--- src/rtl/word_access_pkg.sv ---
// word_access_pkg
//   Shared types and constants for the word access scheduler:
//   - state_t : what the datapath is driven with in the current cycle
//   - op_t    : request operation (read / write)
//   - req_t   : a granted request {write, addr, wdata}
//   - NUM_WORDS, MAX_DATA_WIDTH : datapath geometry
//   - word_onehot() : word address to enable vector
package word_access_pkg;

  localparam int NUM_WORDS      = 2;
  localparam int MAX_DATA_WIDTH = 64;

  typedef enum logic [1:0] {
    IDLE  = 2'd0,
    WRITE = 2'd1,
    READ  = 2'd2
  } state_t;

  typedef enum logic {
    OP_READ  = 1'b0,
    OP_WRITE = 1'b1
  } op_t;

  // wdata is sized for the widest supported word; narrower instances use the
  // low DATA_WIDTH bits.
  typedef struct packed {
    op_t                       write;
    logic                      addr;
    logic [MAX_DATA_WIDTH-1:0] wdata;
  } req_t;

  function automatic logic [NUM_WORDS-1:0] word_onehot(input logic addr);
    word_onehot       = '0;
    word_onehot[addr] = 1'b1;
  endfunction

endpackage

--- src/rtl/word_access_scheduler_rr_arbiter.sv ---
// rr_arbiter
//   Combinational round-robin arbiter. The search starts at last_grant+1
//   (mod N) and picks the first eligible requester. The pointer register is
//   owned by the instantiating module.
//   Ports:
//     eligible   in  N      requesters allowed to win this cycle
//     last_grant in  IDX_W  index of the most recent transfer
//     grant      out N      one-hot or zero
//     grant_idx  out IDX_W  encoded winner (0 when no grant)
module rr_arbiter #(
  parameter int N     = 2,
  parameter int IDX_W = $clog2(N)
) (
  input  logic [N-1:0]     eligible,
  input  logic [IDX_W-1:0] last_grant,
  output logic [N-1:0]     grant,
  output logic [IDX_W-1:0] grant_idx
);

  logic             found;
  logic [IDX_W-1:0] cand;

  always_comb begin
    grant     = '0;
    grant_idx = '0;
    found     = 1'b0;
    cand      = '0;
    for (int k = 1; k <= N; k++) begin
      cand = IDX_W'((int'(last_grant) + k) % N);
      if (!found && eligible[cand]) begin
        grant[cand] = 1'b1;
        grant_idx   = cand;
        found       = 1'b1;
      end
    end
  end

endmodule

--- src/rtl/word_access_scheduler.sv ---
// word_access_scheduler
//   Arbitrating controller in front of a two-word register datapath.
//   Grants one request per cycle round-robin, drives the datapath enables
//   from registers and returns read data as a tagged response. A cycle with
//   a write enable is never followed by a cycle with a read enable.
//   Ports:
//     clk, rst      clock, asynchronous active-high reset
//     req_valid     in  NUM_REQ             request valid per requester
//     req_write     in  NUM_REQ             1 = write, 0 = read
//     req_addr      in  NUM_REQ             word select per requester
//     req_wdata     in  NUM_REQ*DATA_WIDTH  write data, slice i = requester i
//     req_ready     out NUM_REQ             combinational grant, one-hot/zero
//     rsp_valid     out NUM_REQ             one-hot read response strobe
//     rsp_rdata     out DATA_WIDTH          read response data
//     write_enable  out NUM_WORDS           datapath write strobe
//     read_enable   out NUM_WORDS           datapath read strobe
//     write_data    out DATA_WIDTH          datapath write data
//     read_data     in  DATA_WIDTH          datapath read data (same cycle)
module word_access_scheduler #(
  parameter int NUM_REQ    = 2,
  parameter int DATA_WIDTH = 16,
  parameter int NUM_WORDS  = 2
) (
  input  logic                          clk,
  input  logic                          rst,
  input  logic [NUM_REQ-1:0]            req_valid,
  input  logic [NUM_REQ-1:0]            req_write,
  input  logic [NUM_REQ-1:0]            req_addr,
  input  logic [NUM_REQ*DATA_WIDTH-1:0] req_wdata,
  output logic [NUM_REQ-1:0]            req_ready,
  output logic [NUM_REQ-1:0]            rsp_valid,
  output logic [DATA_WIDTH-1:0]         rsp_rdata,
  output logic [NUM_WORDS-1:0]          write_enable,
  output logic [NUM_WORDS-1:0]          read_enable,
  output logic [DATA_WIDTH-1:0]         write_data,
  input  logic [DATA_WIDTH-1:0]         read_data
);

  import word_access_pkg::*;

  localparam int IDX_W = $clog2(NUM_REQ);

  state_t                 state_q;
  state_t                 state_d;
  logic [IDX_W-1:0]       last_grant_q;
  logic [NUM_REQ-1:0]     eligible;
  logic [NUM_REQ-1:0]     grant;
  logic [IDX_W-1:0]       grant_idx;
  logic                   rd_blocked;
  logic                   accept;
  req_t                   gnt_req;

  logic [NUM_WORDS-1:0]   we_p1;
  logic [NUM_WORDS-1:0]   re_p1;
  logic [DATA_WIDTH-1:0]  wdata_p1;
  logic [IDX_W-1:0]       tag_p1;
  logic                   vld_rd_p1;
  logic [NUM_REQ-1:0]     rsp_valid_p2;
  logic [DATA_WIDTH-1:0]  rsp_rdata_p2;

  // While a write is on the datapath, a waiting read forces one empty cycle
  // so the following cycle is IDLE and the read can win. Without this a
  // continuous write stream would starve reads forever.
  assign rd_blocked = (state_q == WRITE) && |(req_valid & ~req_write);

  always_comb begin
    eligible = req_valid;
    if (rd_blocked) begin
      eligible = '0;
    end else if (state_q == WRITE) begin
      eligible = req_valid & req_write;
    end
  end

  rr_arbiter #(
    .N     (NUM_REQ),
    .IDX_W (IDX_W)
  ) u_arb (
    .eligible   (eligible),
    .last_grant (last_grant_q),
    .grant      (grant),
    .grant_idx  (grant_idx)
  );

  assign accept    = |grant;
  assign req_ready = rst ? '0 : grant;

  always_comb begin
    gnt_req                        = '0;
    gnt_req.write                  = op_t'(req_write[grant_idx]);
    gnt_req.addr                   = req_addr[grant_idx];
    gnt_req.wdata[DATA_WIDTH-1:0]  = req_wdata[grant_idx*DATA_WIDTH +: DATA_WIDTH];
  end

  always_comb begin
    state_d = IDLE;
    if (accept) begin
      state_d = (gnt_req.write == OP_WRITE) ? WRITE : READ;
    end
  end

  // ---- Stage p1: datapath drive, state, pointer and in-flight tag ----
  always_ff @(posedge clk or posedge rst) begin
    if (rst) begin
      state_q      <= IDLE;
      last_grant_q <= IDX_W'(NUM_REQ - 1);
      we_p1        <= '0;
      re_p1        <= '0;
      wdata_p1     <= '0;
      tag_p1       <= '0;
      vld_rd_p1    <= 1'b0;
    end else begin
      state_q   <= state_d;
      we_p1     <= '0;
      re_p1     <= '0;
      vld_rd_p1 <= 1'b0;
      if (accept) begin
        last_grant_q <= grant_idx;
        if (gnt_req.write == OP_WRITE) begin
          we_p1    <= word_onehot(gnt_req.addr);
          wdata_p1 <= gnt_req.wdata[DATA_WIDTH-1:0];
        end else begin
          re_p1     <= word_onehot(gnt_req.addr);
          tag_p1    <= grant_idx;
          vld_rd_p1 <= 1'b1;
        end
      end
    end
  end

  // ---- Stage p2: tagged read response ----
  always_ff @(posedge clk or posedge rst) begin
    if (rst) begin
      rsp_valid_p2 <= '0;
      rsp_rdata_p2 <= '0;
    end else begin
      rsp_valid_p2 <= '0;
      if (vld_rd_p1) begin
        rsp_valid_p2 <= {{(NUM_REQ-1){1'b0}}, 1'b1} << tag_p1;
        rsp_rdata_p2 <= read_data;
      end
    end
  end

  assign write_enable = we_p1;
  assign read_enable  = re_p1;
  assign write_data   = wdata_p1;
  assign rsp_valid    = rsp_valid_p2;
  assign rsp_rdata    = rsp_rdata_p2;

  a_we_onehot0: assert property (@(posedge clk) disable iff (rst) $onehot0(write_enable));
  a_re_onehot0: assert property (@(posedge clk) disable iff (rst) $onehot0(read_enable));
  a_rdy_onehot0: assert property (@(posedge clk) disable iff (rst) $onehot0(req_ready));
  a_rsp_onehot0: assert property (@(posedge clk) disable iff (rst) $onehot0(rsp_valid));
  a_no_wr_then_rd: assert property (@(posedge clk) disable iff (rst)
    (|write_enable) |=> !(|read_enable));
  a_no_wr_and_rd: assert property (@(posedge clk) disable iff (rst)
    !((|write_enable) && (|read_enable)));

endmodule

--- config.mk ---
export PLATFORM = sky130hd
export DESIGN_NAME = word_access_scheduler
export DESIGN_NICKNAME = d
export VERILOG_FILES = /design/src/rtl/word_access_pkg.sv /design/src/rtl/word_access_scheduler_rr_arbiter.sv /design/src/rtl/word_access_scheduler.sv
export SDC_FILE = /design/constraint.sdc
export NUM_CORES = 1
export LEC_CHECK = 0
export CORE_MARGIN = 10
export CORE_UTILIZATION = 31
export CTS_BUF_LIST = sky130_fd_sc_hd__clkbuf_8
export CTS_CLUSTER_SIZE = 12
export DETAILED_ROUTE_END_ITERATION = 16
export PLACE_DENSITY = 0.62
export SLEW_MARGIN = 20
export SYNTH_ARGS = -nofsm -noshare
export SYNTH_HDL_FRONTEND = slang
export SYNTH_SLANG_ARGS = --single-unit
--- constraint.sdc ---
create_clock -name clk -period 3.4 [get_ports clk]
set_clock_uncertainty 0.05 [all_clocks]
set_input_delay 0.85 -clock clk [delete_from_list [all_inputs] [get_ports clk]]
set_output_delay 0.85 -clock clk [all_outputs]
set_load 0.02 [all_outputs]
==> impl_metrics.env <==
export IMPL_gp_congestion=0.734
export IMPL_die_h_um=103
export IMPL_rsz0062_at_grt="false"
export IMPL_htree_levels=2
export IMPL_postLayoutCellArea_um2=3290
export IMPL_grt_pass1_vias=1927
export IMPL_grt_ovfl_total=0
export IMPL_pin_count=96
export IMPL_worst_setup_path_start_kind="primary input"
export IMPL_power_switching_mw=0.676
export IMPL_drv_slew=0
export IMPL_cp_max_fo=4
export IMPL_worst_slew_pin_slew_ns=0.866
export IMPL_cts_clk_slew_worst_paths_ns=0.08
export IMPL_dpl_cell_area_um2=3180
export IMPL_cts_tree="yes"
export IMPL_tns_ns=0
export IMPL_synth_area_leader_cell="dfrtp_1"
export IMPL_p_per_area_nw_per_um2=603
export IMPL_endpoint_kind="primary output"
export IMPL_p_seq_share_pct=35.8
export IMPL_synth_edf_count=0
export IMPL_critPathArrivalTime_ns=2.32
export IMPL_pwr_share_comb_pct=44.6
export IMPL_swShare_pct=34.1
export IMPL_finalSetupViolations=0
export IMPL_required_ns=2.50
export IMPL_drive_above_1_share_pct=20.7
export IMPL_pre_cts_ws_ns=-0.104
export IMPL_worstSkewPairLatency_ns=0.29
export IMPL_fmax_mhz=311
export IMPL_cts_num_sinks=42
export IMPL_antenna_found_initial=0
export IMPL_grt_use_total_pct=11.8
export IMPL_hold_buffers=0
export IMPL_nFillCells=633
export IMPL_drv_cap=0
export IMPL_drtIter0Drc=45
export IMPL_synth_cells=172
export IMPL_intPower_mw=1.31
export IMPL_clkPwrFrac_pct=19.6
export IMPL_maxSlewHeadroom_pct=42.2
export IMPL_holdWs_ns=0.416
export IMPL_hold_violations=0
export IMPL_drt_wl_total_um=6160
export IMPL_vias=1804
export IMPL_hpwlAfterDp_um=4600
export IMPL_synth_area_um2=2110
export IMPL_synth_top_area_share_pct=48.6
export IMPL_hold_class="register to register"
export IMPL_initial_core_util_pct=31.4
export IMPL_syn_avg_cell_area_um2=12.3
export IMPL_worst_slack_ns=0.185
export IMPL_cts_root_buf="clkbuf_8"
export IMPL_postRouteAntennaNets=0
export IMPL_status="finished, final reports clean"
export IMPL_p_leak_nw=1.29
export IMPL_grt_pass1_wl_um=9850
export IMPL_fin_cells=355
export IMPL_post_place_cells=347
export IMPL_ys_warn_count=0
export IMPL_synth_area_top_cells="dfrtp_1, a31oi_4, mux2_2, a221oi_1, nand3_1"
export IMPL_min_period_ns=3.22
export IMPL_first_pass_iters=4
export IMPL_core_um2=6720
export IMPL_clock_path_buffers=2
export IMPL_drc=0
export IMPL_cts_buffers=5
export IMPL_die_x_um=103
export IMPL_nets=330
export IMPL_synth_nets=228
export IMPL_wire_per_inst_um=17.3
export IMPL_synth_main_ff_cell="dfrtp_1"
export IMPL_grt_max_degree=43
export IMPL_synth_common_cells="dfrtp_1, nand3_1, a221oi_1, mux2_2, o21ai_0"
export IMPL_crit_path_cell_trace="clkdlybuf4s50_1, a21boi_0, o21ai_0, nor3_1, dlygate4sd2_1"
export IMPL_seq_area_frac_synth_pct=49.9
export IMPL_synthArstFlopShare_pct=100
export IMPL_viasPerCell=5.08
export IMPL_critical_path_slowest_cell="clkdlybuf4s50_1"
export IMPL_area_growth_pct=55.7
export IMPL_die_area_um2=10500
export IMPL_final_util_pct=48.9
export IMPL_port_buffer_count=95
export IMPL_critPathKind="primary input to primary output"
export IMPL_antenna_cells=0
export IMPL_total_power_mw=1.98
export IMPL_synth_cell_types=37
export IMPL_finalCritPeriodShare_pct=94.6
export IMPL_synth_most_common_cell="dfrtp_1"
export IMPL_max_stage_delay_ns=0.58
export IMPL_post_cts_setup_buffer_count=0
export IMPL_ys_seq_elements=42
export IMPL_peakVddDrop_mv=0.185
export IMPL_row_count=30
==> logic make-up after synthesis <==
group	share of synthesized area, %
buffers and inverters	5.22
and+or+nand+nor	9.25
AOI/OAI and AO/OA	26.7
muxes	9.01
DFF	49.9
==> area by class of cell <==
| class | instances | area (um2) | area share (%) |
|---|---|---|---|
| repair buffers | 110 | 1060 | 32.4 |
| flip-flops and latches | 42 | 1050 | 32.0 |
| multi-input cells | 112 | 948 | 28.9 |
| well taps | 80 | 100 | 3.05 |
| clock buffers | 5 | 68.8 | 2.09 |
| clock inverters | 3 | 40.0 | 1.22 |
| inverters | 3 | 11.3 | 0.343 |
==> sequential cells by signal, indices dropped and copies added, names as in the netlist <==
register,flops
rsp_valid,2
last_grant_q,1
rsp_rdata,16
tag_p1,1
write_enable,2
state_q,2
read_enable,2
write_data,16
==> routing by layer <==
layer	share of wire [%]	track usage (%)	up-vias	wire length, um
met3	10	4.96	5	635
met2	50	20.9	64	3100
li1	-	-	859	-
met1	38	12.7	876	2370
met5	0	0	-	0
met4	0.91	3.25	0	56
==> power groups by stage <==
stage	Sequential (mW)	Combinational [mW]	Clock, mW
after floorplan	0.880	0.325	0
after global placement	0.715	0.896	0
after detailed placement	0.721	0.904	0
after CTS	0.712	0.904	0.405
after global routing	0.728	0.947	0.427
final	0.710	0.884	0.388
==> layout by cell type (no fill, tap or decap), types with 2 or more instances in the layout <==
cell type and count:
o21ai_0 16, clkdlybuf4s50_1 93, nand2_1 3, nor2b_4 2
nor2_1 2, a31oi_1 7, clkbuf_8 5, buf_4 15
dfrtp_1 41, and2_1 3, mux2_2 16, a31oi_4 9
inv_1 2, nand3_1 17, nand2b_1 2, o21ai_1 2
clkinv_2 2, o21ai_2 2, a221oi_1 16
==> path summary, 6_finish.rpt <==
check / from / endpoint / slack, ns / cells after the start
setup / recovery: req_write[0] / req_ready[0] / 0.18 / 5
setup reg to reg: state_q[0] / write_enable[1] / 1.47 / 5
hold reg to reg: tag_p1 / rsp_valid[0] / 0.42 / 1
min in group asynchronous: rst / state_q[1] / 1.09 / 2
hold / removal: tag_p1 / rsp_valid[0] / 0.42 / 1
max in group asynchronous: rst / rsp_rdata[3] / 1.67 / 2
==> worst max-delay path: cells and delay by family <==
family | cells | cell delay [ns]
compound gates | 2 | 0.30
simple gates | 1 | 0.19
buf+inv | 2 | 0.96
==> repair_timing <==
item | 4_1_cts | 5_1_grt
resized for setup | 1 | 1
gates cloned | 0 | 0
setup endpoints to repair | 1 | 1
No activity file was read; power rests on OpenSTA's default activity.
